### config.mk
export PLATFORM = sky130hd
export DESIGN_NAME = branch_resolve_unit_flat
export DESIGN_NICKNAME = d
export VERILOG_FILES = /design/src/rtl/cpu_pkg.sv /design/src/rtl/branch_resolve_unit_if.sv /design/src/rtl/branch_resolve_unit_fifo.sv /design/src/rtl/branch_resolve_unit.sv /design/src/flat_wrapper.sv
export SDC_FILE = /design/constraint.sdc
export NUM_CORES = 1
export LEC_CHECK = 0
export CAP_MARGIN = 0
export CORE_MARGIN = 1.5
export CORE_UTILIZATION = 30
export DETAILED_ROUTE_END_ITERATION = 8
export PLACE_DENSITY = 0.59
export SETUP_SLACK_MARGIN = 0.1
export SYNTH_ARGS = -nofsm -noshare
export SYNTH_HDL_FRONTEND = slang
export SYNTH_HIERARCHICAL = 1
export SYNTH_SLANG_ARGS = --single-unit
### constraint.sdc
create_clock -name clk_i -period 5.1 [get_ports clk_i]
set_clock_uncertainty 0.1 [all_clocks]
set_input_delay 0.765 -clock clk_i [delete_from_list [all_inputs] [get_ports clk_i]]
set_output_delay 0.765 -clock clk_i [all_outputs]
set_load 0.005 [all_outputs]
### src/rtl/cpu_pkg.sv
// Shared CPU definitions for the branch resolve path: the default PC width,
// the in-flight branch entry layout and the prediction encoding.
package cpu_pkg;

  localparam int ADDR_W_DEF = 32;

  localparam logic PRED_TAKEN = 1'b1;

  typedef struct packed {
    logic                  pred;
    logic [ADDR_W_DEF-1:0] alt_pc;
  } br_entry_t;

endpackage

### src/rtl/branch_resolve_unit_if.sv
// Interface between the ID/EX stages and the branch resolve unit.
// The master side drives pushes, resolves and flushes; the slave side is the unit.
interface branch_resolve_unit_if #(
  parameter int ADDR_W = 32,
  parameter int CNT_W  = 16
);

  logic              push_valid_i;
  logic              push_pred_i;
  logic [ADDR_W-1:0] push_target_i;
  logic [ADDR_W-1:0] push_fallthru_i;
  logic              resolve_valid_i;
  logic              resolve_taken_i;
  logic              flush_i;
  logic              full_o;
  logic              upd_o;
  logic              upd_result_o;
  logic              flush_o;
  logic [ADDR_W-1:0] redirect_pc_o;
  logic              err_o;
  logic [CNT_W-1:0]  br_cnt_o;
  logic [CNT_W-1:0]  mis_cnt_o;

  modport master (
    output push_valid_i, push_pred_i, push_target_i, push_fallthru_i,
    output resolve_valid_i, resolve_taken_i, flush_i,
    input  full_o, upd_o, upd_result_o, flush_o, redirect_pc_o,
    input  err_o, br_cnt_o, mis_cnt_o
  );

  modport slave (
    input  push_valid_i, push_pred_i, push_target_i, push_fallthru_i,
    input  resolve_valid_i, resolve_taken_i, flush_i,
    output full_o, upd_o, upd_result_o, flush_o, redirect_pc_o,
    output err_o, br_cnt_o, mis_cnt_o
  );

endinterface

### src/rtl/branch_resolve_unit_fifo.sv
// In-order queue of in-flight branches: synchronous push/pop with a clear
// that wins over both; a push while full succeeds only when a pop frees a slot.
module br_fifo #(
  parameter int DEPTH = 2,
  parameter int WIDTH = 33
) (
  input  logic             clk,
  input  logic             rst_n,
  input  logic             clear,
  input  logic             push,
  input  logic             pop,
  input  logic [WIDTH-1:0] push_data,
  output logic [WIDTH-1:0] head_data,
  output logic             full,
  output logic             empty
);

  localparam int PTR_W = $clog2(DEPTH);
  localparam int CNT_W = PTR_W + 1;

  logic [WIDTH-1:0] mem_r [DEPTH];
  logic [PTR_W-1:0] head_r;
  logic [PTR_W-1:0] tail_r;
  logic [CNT_W-1:0] count_r;
  logic             do_push_s;
  logic             do_pop_s;

  assign empty     = (count_r == {CNT_W{1'b0}});
  assign full      = (count_r == CNT_W'(DEPTH));
  assign head_data = mem_r[head_r];
  assign do_pop_s  = pop & ~empty;
  assign do_push_s = push & (~full | do_pop_s);

  // Pointer, occupancy and storage update.
  always_ff @(posedge clk or negedge rst_n) begin
    if (!rst_n) begin
      head_r  <= {PTR_W{1'b0}};
      tail_r  <= {PTR_W{1'b0}};
      count_r <= {CNT_W{1'b0}};
      for (int i = 0; i < DEPTH; i++) begin
        mem_r[i] <= {WIDTH{1'b0}};
      end
    end else if (clear) begin
      head_r  <= {PTR_W{1'b0}};
      tail_r  <= {PTR_W{1'b0}};
      count_r <= {CNT_W{1'b0}};
    end else begin
      if (do_push_s) begin
        mem_r[tail_r] <= push_data;
        tail_r        <= tail_r + PTR_W'(1);
      end
      if (do_pop_s) begin
        head_r <= head_r + PTR_W'(1);
      end
      case ({do_push_s, do_pop_s})
        2'b10:   count_r <= count_r + CNT_W'(1);
        2'b01:   count_r <= count_r - CNT_W'(1);
        default: count_r <= count_r;
      endcase
    end
  end

endmodule

### src/rtl/branch_resolve_unit.sv
// Branch resolve unit: queues decode-time predictions, compares them with EX
// outcomes, and produces predictor training, mispredict flush/redirect and stats.
module branch_resolve_unit
  import cpu_pkg::*;
#(
  parameter int ADDR_W = ADDR_W_DEF,
  parameter int DEPTH  = 2,
  parameter int CNT_W  = 16
) (
  input logic                  clk_i,
  input logic                  rst_i,
  branch_resolve_unit_if.slave bus
);

  localparam int ENT_W = ADDR_W + 1;

  typedef struct packed {
    logic              pred;
    logic [ADDR_W-1:0] alt_pc;
  } entry_t;

  entry_t            push_ent_s;
  entry_t            head_ent_s;
  logic              full_s;
  logic              empty_s;
  logic              res_ok_s;
  logic              mispred_s;
  logic              clear_s;
  logic              err_evt_s;

  logic              upd_r;
  logic              upd_result_r;
  logic              flush_r;
  logic [ADDR_W-1:0] redirect_pc_r;
  logic              err_r;
  logic [CNT_W-1:0]  br_cnt_r;
  logic [CNT_W-1:0]  mis_cnt_r;

  // The stored PC is the one to fetch if the prediction turns out wrong.
  assign push_ent_s.pred   = bus.push_pred_i;
  assign push_ent_s.alt_pc = (bus.push_pred_i == PRED_TAKEN) ? bus.push_fallthru_i
                                                               : bus.push_target_i;

  assign res_ok_s  = bus.resolve_valid_i & ~empty_s;
  assign mispred_s = res_ok_s & (head_ent_s.pred != bus.resolve_taken_i);
  assign clear_s   = bus.flush_i | mispred_s;
  assign err_evt_s = (bus.resolve_valid_i & empty_s)
                   | (bus.push_valid_i & full_s & ~res_ok_s);

  br_fifo #(
    .DEPTH (DEPTH),
    .WIDTH (ENT_W)
  ) u_fifo (
    .clk       (clk_i),
    .rst_n     (rst_i),
    .clear     (clear_s),
    .push      (bus.push_valid_i),
    .pop       (res_ok_s),
    .push_data (push_ent_s),
    .head_data (head_ent_s),
    .full      (full_s),
    .empty     (empty_s)
  );

  // Training/flush pulses, redirect PC, sticky error and saturating counters.
  always_ff @(posedge clk_i or negedge rst_i) begin
    if (!rst_i) begin
      upd_r         <= 1'b0;
      upd_result_r  <= 1'b0;
      flush_r       <= 1'b0;
      redirect_pc_r <= {ADDR_W{1'b0}};
      err_r         <= 1'b0;
      br_cnt_r      <= {CNT_W{1'b0}};
      mis_cnt_r     <= {CNT_W{1'b0}};
    end else begin
      upd_r   <= res_ok_s;
      flush_r <= mispred_s & ~bus.flush_i;
      if (res_ok_s) begin
        upd_result_r <= bus.resolve_taken_i;
      end else begin
        upd_result_r <= upd_result_r;
      end
      if (mispred_s && !bus.flush_i) begin
        redirect_pc_r <= head_ent_s.alt_pc;
      end else begin
        redirect_pc_r <= redirect_pc_r;
      end
      err_r <= err_r | err_evt_s;
      if (res_ok_s && (br_cnt_r != {CNT_W{1'b1}})) begin
        br_cnt_r <= br_cnt_r + CNT_W'(1);
      end else begin
        br_cnt_r <= br_cnt_r;
      end
      if (mispred_s && (mis_cnt_r != {CNT_W{1'b1}})) begin
        mis_cnt_r <= mis_cnt_r + CNT_W'(1);
      end else begin
        mis_cnt_r <= mis_cnt_r;
      end
    end
  end

  assign bus.full_o        = full_s;
  assign bus.upd_o         = upd_r;
  assign bus.upd_result_o  = upd_result_r;
  assign bus.flush_o       = flush_r;
  assign bus.redirect_pc_o = redirect_pc_r;
  assign bus.err_o         = err_r;
  assign bus.br_cnt_o      = br_cnt_r;
  assign bus.mis_cnt_o     = mis_cnt_r;

endmodule

### src/flat_wrapper.sv
// flat-port wrapper written by rule: the top's interface ports become plain ports
module branch_resolve_unit_flat import cpu_pkg::*;
#(
  parameter int ADDR_W = ADDR_W_DEF,
  parameter int DEPTH  = 2,
  parameter int CNT_W  = 16
)
  (clk_i, rst_i, bus_push_valid_i, bus_push_pred_i, bus_push_target_i, bus_push_fallthru_i, bus_resolve_valid_i, bus_resolve_taken_i, bus_flush_i, bus_full_o, bus_upd_o, bus_upd_result_o, bus_flush_o, bus_redirect_pc_o, bus_err_o, bus_br_cnt_o, bus_mis_cnt_o);
  branch_resolve_unit_if #(.ADDR_W(ADDR_W), .CNT_W(CNT_W)) bus_i ();
  input logic clk_i;
  input logic rst_i;
  input wire logic [$bits(bus_i.push_valid_i)-1:0] bus_push_valid_i;
  input wire logic [$bits(bus_i.push_pred_i)-1:0] bus_push_pred_i;
  input wire logic [$bits(bus_i.push_target_i)-1:0] bus_push_target_i;
  input wire logic [$bits(bus_i.push_fallthru_i)-1:0] bus_push_fallthru_i;
  input wire logic [$bits(bus_i.resolve_valid_i)-1:0] bus_resolve_valid_i;
  input wire logic [$bits(bus_i.resolve_taken_i)-1:0] bus_resolve_taken_i;
  input wire logic [$bits(bus_i.flush_i)-1:0] bus_flush_i;
  output wire logic [$bits(bus_i.full_o)-1:0] bus_full_o;
  output wire logic [$bits(bus_i.upd_o)-1:0] bus_upd_o;
  output wire logic [$bits(bus_i.upd_result_o)-1:0] bus_upd_result_o;
  output wire logic [$bits(bus_i.flush_o)-1:0] bus_flush_o;
  output wire logic [$bits(bus_i.redirect_pc_o)-1:0] bus_redirect_pc_o;
  output wire logic [$bits(bus_i.err_o)-1:0] bus_err_o;
  output wire logic [$bits(bus_i.br_cnt_o)-1:0] bus_br_cnt_o;
  output wire logic [$bits(bus_i.mis_cnt_o)-1:0] bus_mis_cnt_o;
  assign bus_i.push_valid_i = bus_push_valid_i;
  assign bus_i.push_pred_i = bus_push_pred_i;
  assign bus_i.push_target_i = bus_push_target_i;
  assign bus_i.push_fallthru_i = bus_push_fallthru_i;
  assign bus_i.resolve_valid_i = bus_resolve_valid_i;
  assign bus_i.resolve_taken_i = bus_resolve_taken_i;
  assign bus_i.flush_i = bus_flush_i;
  assign bus_full_o = bus_i.full_o;
  assign bus_upd_o = bus_i.upd_o;
  assign bus_upd_result_o = bus_i.upd_result_o;
  assign bus_flush_o = bus_i.flush_o;
  assign bus_redirect_pc_o = bus_i.redirect_pc_o;
  assign bus_err_o = bus_i.err_o;
  assign bus_br_cnt_o = bus_i.br_cnt_o;
  assign bus_mis_cnt_o = bus_i.mis_cnt_o;
  branch_resolve_unit #(.ADDR_W(ADDR_W), .DEPTH(DEPTH), .CNT_W(CNT_W)) u_core (.clk_i(clk_i), .rst_i(rst_i), .bus(bus_i));
endmodule
==> flow_summary.rst, run 1 <==
.. list-table::
   :header-rows: 1

   * - Metric
     - Value
   * - Fin nets
     - 677
   * - Layout-stage area growth over the synthesis result
     - 35.5%
   * - Share of final-layout standard cells stronger than drive strength 1
     - 0.352
   * - Number of warning messages in the yosys log
     - 6
   * - Critical Path Sink Type
     - register
   * - Pin count of the biggest net entering global routing
     - 98
   * - Leakage component of the power
     - 3.79 nW
   * - R2R Path Start
     - u_core/u_fifo/count_r[1]
   * - RSZ-0062 raised after global routing
     - false
   * - Number of gates resized after cts
     - 0
   * - Count of fill cells added during filler insertion
     - 1947
   * - Worst path cell trace
     - clkdlybuf4s50_1 > nor2b_1 > buf_4 > nand2_1 > nand2b_1 > or4b_2 > buf_4 > mux2_4
   * - Initial antenna violation count
     - 0
   * - Clock transition at the registers of the reported paths
     - 60 ps
   * - Initial cell density of the core
     - 0.308
   * - Number of sinks on the clock net
     - 138
   * - Core region area
     - 0.0212 sq mm
   * - Uppermost layer routed
     - met4
   * - Post-detailed-routing wire length
     - 14400 um
   * - Max stage delay cell, worst path
     - sky130_fd_sc_hd__or4b_2
   * - Instance area at placement
     - 0.00815 sq mm
   * - Launch point of the worst path
     - bus_resolve_valid_i
   * - Minimum clock period after layout
     - 3780 ps
   * - Grt ovf
     - 0
   * - Via count of the first global-routing pass
     - 4446
   * - FFs w/ async S/R, synth
     - 1.00
   * - Number of nets with antenna violations after detailed routing
     - 0
   * - Number of buffers on the longest clock path
     - 2
   * - DRC errors left
     - 0
   * - Overall global routing resource usage
     - 0.133
   * - Number of post-CTS setup repair buffers
     - 0
   * - Number of instances in the synthesized netlist
     - 461
   * - Number of max-cap violations
     - 0
   * - Cell count of the worst reg-to-reg path
     - 8
   * - Die boundary height
     - 150 um
   * - CP dominant cell by count
     - sky130_fd_sc_hd__buf_4
   * - Post-cts hold buffer count
     - 0
   * - Period utilization
     - 0.740
   * - # setup viols final
     - 0
   * - Number of synthesized register bits
     - 138
   * - Global-route wire length before repair
     - 23200 um
   * - IR drop worst, VDD
     - 0.000259 V
   * - Clock insertion delay at the later pin of the skew report
     - 410 ps
   * - Commonest cells after routing, fill and taps aside
     - 139 x sky130_fd_sc_hd__mux2_2, 137 x sky130_fd_sc_hd__clkdlybuf4s50_1, 137 x sky130_fd_sc_hd__dfrtp_1, 30 x sky130_fd_sc_hd__mux2_4, 25 x sky130_fd_sc_hd__xor2_1
   * - Chip width
     - 150 um
   * - Setup crit end
     - u_core/u_fifo/mem_r[63]
   * - Data required, critical path
     - 5290 ps
   * - Pins over their slew limit
     - 0
   * - Power density of the placed cells
     - 468 mW/mm^2
   * - Avg Synthesized Cell Area
     - 14.1 sq um
   * - H-tree Lvls
     - 4
   * - Number of failing hold endpoints at the final stage
     - 0
   * - Count of buffers inserted at the top-level ports
     - 139
   * - Num rows
     - 53
   * - Syn nets
     - 534
   * - Area enclosed by the die boundary
     - 0.0226 sq mm
   * - Path class of the lowest-slack min-delay path
     - in2async
   * - Critical path launch point type
     - input pin
   * - Portion of the post-synthesis area used by sequential elements
     - 0.530
   * - Diode insertion count for antenna repair
     - 0
   * - Critical Path Max Stage Delay
     - 1060 ps
   * - Setup slack after placement
     - 885 ps
   * - Number of ports placed on the die boundary
     - 140
   * - Average wire per cell in the routed design
     - 16.2 um
   * - Clock tree from TritonCTS
     - done
   * - Outcome
     - complete, no violations
   * - Dpl hpwl
     - 9540 um
   * - Number of buffers created by CTS
     - 17
   * - Commonest non-fill, non-tap cell in the layout
     - sky130_fd_sc_hd__mux2_2
   * - Worst Path Arrival
     - 3970 ps
   * - Library cell used as clock root buffer
     - sky130_fd_sc_hd__clkbuf_16
   * - Number of distinct library cells after synthesis
     - 40
   * - Cell Area, Synth
     - 0.00651 sq mm
   * - Worst Tran Pin Value
     - 1070 ps
   * - Via-per-instance ratio
     - 4.65
   * - Total routed wire length on the met1 layer
     - 6660 um
   * - Vias after detailed routing
     - 4152
   * - Pwr Total
     - 0.00413 W
   * - Met2 wire length
     - 6880 um
   * - Detailed route wirelength on metal3
     - 726 um
   * - Final estimated routing congestion in global placement
     - 0.811
   * - Largest fanout of any net on the critical path
     - 19
   * - Type of the worst setup path
     - in2reg
   * - Max-slew headroom at the worst pin
     - 0.285
   * - Capture instance of the worst register-to-register path
     - u_core/u_fifo/mem_r[63]
   * - Setup ws final
     - 1320 ps
   * - Area of all placed cells without fillers
     - 0.00882 sq mm
   * - Register-to-register path setup slack
     - 1530 ps
   * - Most instantiated flip-flop cell in the synthesis netlist
     - sky130_fd_sc_hd__dfrtp_1
   * - Maximum clock frequency
     - 265 MHz
   * - Final setup TNS
     - 0 ps
   * - EDFF count, synth
     - 0
   * - Number of DRC markers in iteration 0
     - 114
   * - Number of detailed-routing iterations run before antenna repair
     - 4
## through the flow
step / hold slack, ps / util / cells
2_1_floorplan: 368 / - / 461
3_3_place_gp: 370 / 0.385 / 860
3_5_place_dp: 361 / 0.385 / 860
4_1_cts: 377 / 0.417 / 892
5_1_grt: 411 / 0.417 / 892
6_report: 341 / 0.417 / 892
## flip-flops by register name (all words and copies together), names as in the netlist, 2 cells and up
register                  flops
u_core/u_fifo/mem_r          66
u_core/bus.mis_cnt_o         16
u_core/bus.redirect_pc_o     32
u_core/u_fifo/count_r         2
u_core/bus.br_cnt_o          16
## where the power goes
part | switching (W) | leakage [nW] | total (W) | internal [W]
sequential | 0.000220 | 1.70 | 0.00168 | 0.00146
clock | 0.000483 | 0.314 | 0.00140 | 0.000921
combinational | 0.000314 | 1.77 | 0.00105 | 0.000735
## final cells by class
| class | instances | area, sq um | share of cell area |
|---|---|---|---|
| tap | 275 | 344 | 0.0390 |
| clock buffer | 18 | 429 | 0.0486 |
| multi-input combinational | 303 | 2930 | 0.332 |
| sequential | 138 | 3450 | 0.392 |
| timing repair buffer | 144 | 1430 | 0.162 |
| clock inverter | 14 | 241 | 0.0274 |
## critical path, delay by kind of cell
kind                   cells  cell delay, ps
muxes                      1             340
buffers and inverters      3            1000
and+or+nand+nor            4            1850
## cell usage after synthesis (6+ instances only)
cell type                  instances  area [sq um]
sky130_fd_sc_hd__buf_2             6          30.0
sky130_fd_sc_hd__nor2_1            8          30.0
sky130_fd_sc_hd__mux2_4           30           450
sky130_fd_sc_hd__nor3_1           15          75.1
sky130_fd_sc_hd__nand2_1          17          63.8
sky130_fd_sc_hd__xor2_1           25           219
sky130_fd_sc_hd__nand4_1          10          62.6
sky130_fd_sc_hd__clkbuf_1          6          22.5
sky130_fd_sc_hd__o21ai_0           6          30.0
sky130_fd_sc_hd__dfrtp_1         138          3450
sky130_fd_sc_hd__mux2_2          139          1570
sky130_fd_sc_hd__and3_1            6          37.5
## metal layers
layer	track usage	vias to the layer above
met1	0.170	2095
met3	0.0355	10
met5	0	-
met2	0.217	94
li1	-	1953
met4	0.0417	0
## worst min-delay path by stage
stage                     cells past startpoint                      end                    start
after floorplan                               0   u_core/bus.br_cnt_o[0]                    rst_i
after detailed placement                      1         u_core/bus.err_o         u_core/bus.err_o
after CTS                                     1  u_core/bus.mis_cnt_o[1]                    rst_i
after global routing                          1  u_core/bus.br_cnt_o[15]  u_core/bus.br_cnt_o[15]
after global placement                        1         u_core/bus.err_o         u_core/bus.err_o
final                                         1  u_core/bus.mis_cnt_o[1]                    rst_i
## logic make-up after synthesis
family          after synthesis  synth area share
fa+ha+maj                     2           0.00384
simple gates                 90            0.0847
compound gates               15            0.0134
buf+inv                      20            0.0219
flops                       138             0.530
mux                         170             0.311
xor+xnor                     26            0.0350
Power figures use the tool's default switching activity.
==> inputs of run 2 (changes only) <==
clock period = 3.8 ns   (was 5.1 ns; I/O delays follow)
==> flow_summary.rst, run 2 (synthesis gave the netlist of run 1 again) <==
.. list-table::
   :header-rows: 1

   * - Metric
     - Value
   * - Number of DRC markers in iteration 0
     - 136
   * - Critical Path Max Stage Delay
     - 720 ps
   * - Period utilization
     - 0.721
   * - # setup viols final
     - 0
   * - Cell class contributing the biggest share of worst-path delay
     - simple AND/OR/NAND/NOR gates
   * - Pins over their slew limit
     - 0
   * - Switching power
     - 0.00134 W
   * - Share of total power in sequential cells
     - 0.432
   * - Chip width
     - 150 um
   * - Number of buffers created by CTS
     - 17
   * - Largest fanout of any net on the critical path
     - 19
   * - Switching share of power
     - 0.258
   * - Register with the most flip-flops
     - u_core/u_fifo/mem_r
   * - Layout-stage area growth over the synthesis result
     - 34.4%
   * - H-tree Lvls
     - 4
   * - Number of gates resized after cts
     - 0
   * - Vias after detailed routing
     - 4220
   * - Commonest non-fill, non-tap cell in the layout
     - sky130_fd_sc_hd__mux2_2
   * - Count of fill cells added during filler insertion
     - 1940
   * - GR met1 Demand/Resource
     - 0.168
   * - Overall global routing resource usage
     - 0.136
   * - Max stage delay cell, worst path
     - sky130_fd_sc_hd__or4b_2
   * - Core region area
     - 0.0212 sq mm
   * - Setup ws final
     - 1060 ps
   * - Average wire per cell in the routed design
     - 16.2 um
   * - Clock tree from TritonCTS
     - done
   * - Pin count of the biggest net entering global routing
     - 80
   * - Dpl hpwl
     - 9700 um
   * - Flip-flop count of the largest register, all copies and words added
     - 66
   * - Final setup TNS
     - 0 ps
   * - Setup slack after placement
     - 629 ps
   * - Met3 Track Usage GR
     - 0.0455
   * - RSZ-0062 raised after global routing
     - false
   * - Worst path cell trace
     - clkdlybuf4s50_1 > nor2b_1 > buf_4 > nand2_1 > nand2b_1 > or4b_2 > buf_4 > mux2_4
   * - Number of max-cap violations
     - 0
   * - Power density of the placed cells
     - 595 mW/mm^2
   * - Maximum clock frequency
     - 365 MHz
   * - Via count of the first global-routing pass
     - 4601
   * - Worst path bufs/invs
     - 3
   * - Number of ports placed on the die boundary
     - 140
   * - Clock transition at the registers of the reported paths
     - 60 ps
   * - Number of detailed-routing iterations run before antenna repair
     - 4
   * - Final estimated routing congestion in global placement
     - 0.803
   * - Via-per-instance ratio
     - 4.70
   * - Type of the worst setup path
     - in2reg
   * - Global-route wire length before repair
     - 23600 um
   * - Area enclosed by the die boundary
     - 0.0226 sq mm
   * - Share of final-layout standard cells stronger than drive strength 1
     - 0.355
   * - Met2 layer usage reported by global route
     - 0.226
   * - Number of failing hold endpoints at the final stage
     - 0
   * - Grt ovf
     - 0
   * - Internal power summed over all cells
     - 0.00386 W
   * - Leakage component of the power
     - 3.77 nW
   * - DRC errors left
     - 0
   * - Number of post-CTS setup repair buffers
     - 0
   * - IR drop worst, VDD
     - 0.000279 V
   * - Max-slew headroom at the worst pin
     - 0.419
   * - Critical Path Sink Type
     - register
   * - Number of nets with antenna violations after detailed routing
     - 0
   * - Library cell used as clock root buffer
     - sky130_fd_sc_hd__clkbuf_16
   * - Minimum clock period after layout
     - 2740 ps
   * - Combinational cell fraction of total power
     - 0.270
   * - Outcome
     - complete, no violations
   * - Post-cts hold buffer count
     - 0
   * - Commonest cells after routing, fill and taps aside
     - 139 x sky130_fd_sc_hd__mux2_2, 137 x sky130_fd_sc_hd__clkdlybuf4s50_1, 137 x sky130_fd_sc_hd__dfrtp_1, 30 x sky130_fd_sc_hd__mux2_4, 25 x sky130_fd_sc_hd__xor2_1
   * - Path class of the lowest-slack min-delay path
     - in2async
   * - Worst Path Arrival
     - 2930 ps
   * - Clock insertion delay at the later pin of the skew report
     - 410 ps
   * - Diode insertion count for antenna repair
     - 0
   * - Count of buffers inserted at the top-level ports
     - 139
   * - Number of sinks on the clock net
     - 138
   * - Fin nets
     - 683
   * - CP dominant cell by count
     - sky130_fd_sc_hd__buf_4
   * - Initial antenna violation count
     - 0
   * - Number of buffers on the longest clock path
     - 2
   * - Num rows
     - 53
   * - Data required, critical path
     - 4000 ps
   * - Highest-utilization routing layer at the global route stage
     - met2
   * - Fraction of power consumed by the clock network
     - 0.297
   * - Die boundary height
     - 150 um
   * - Worst Tran Pin Value
     - 871 ps
   * - Initial cell density of the core
     - 0.308
   * - Critical path launch point type
     - input pin
   * - Post-detailed-routing wire length
     - 14500 um
## run 2: changes by cell type in the layout (fill, tap and decap cells not counted), sizes merged
cell	delta
bufinv	-5
clkbuf	+2
clkinvlp	-2
buf	+6
clkinv	+7
inv	-3
## run 2: cell type report
type | count | area, sq um | share of cell area
repair buffers | 150 | 1480 | 0.169
clock inverters | 11 | 100 | 0.0114
well taps | 275 | 344 | 0.0393
multi-input cells | 303 | 2930 | 0.334
clock buffers | 20 | 447 | 0.0510
flip-flops and latches | 138 | 3450 | 0.394
## run 2: metrics by stage
stage / hold slack (ps) / instance area, sq um / util / cells / power (W)
after floorplan: 174 / 6510 / - / 461 / 0.00297
after global placement: 380 / 8210 / 0.388 / 866 / 0.00365
after detailed placement: 390 / 8210 / 0.388 / 866 / 0.00371
after CTS: 98.6 / 8760 / 0.414 / 897 / 0.00530
after global routing: 105 / 8760 / 0.414 / 897 / 0.00553
final: 67.0 / 8760 / 0.414 / 897 / 0.00521
## run 2: worst reg2reg max path: cells and delay by family, from the launching register on
kind | cells | cell delay, ps
buffers and inverters | 1 | 270
multiplexers | 2 | 700
AND/OR/NAND/NOR | 3 | 980
XOR/XNOR | 1 | 170
flip-flops | 1 | 350
## run 2: routing by layer
metal  vias to the layer above  routed length [um]
li1                       1966                   -
met1                      2137                6560
met2                       107                7060
met3                        10                 789
met4                         0                 115
met5                         -                   0
## run 2: final timing paths
kind / startpoint / to / slack [ps] / cells after the start
worst max-delay path: bus_resolve_valid_i / u_core/u_fifo/mem_r[63] / 1060 / 8
worst min-delay path: rst_i / u_core/bus.mis_cnt_o[0] / 70 / 1
worst max register to register: u_core/u_fifo/head_r / u_core/u_fifo/mem_r[63] / 1120 / 7
worst min register to register: u_core/u_fifo/mem_r[0] / u_core/u_fifo/mem_r[0] / 400 / 1
max in group asynchronous: rst_i / u_core/bus.br_cnt_o[10] / 2680 / 2
min in group clk_i: u_core/u_fifo/mem_r[0] / u_core/u_fifo/mem_r[0] / 400 / 1
## run 2: power by group through the flow
stage          Combinational [W]  Sequential [W]  Clock [W]
2_1_floorplan           0.000754         0.00222          0
5_1_grt                  0.00153         0.00233    0.00167
3_3_place_gp             0.00139         0.00226          0
3_5_place_dp             0.00143         0.00228          0
6_report                 0.00141         0.00225    0.00155
4_1_cts                  0.00144         0.00226    0.00160
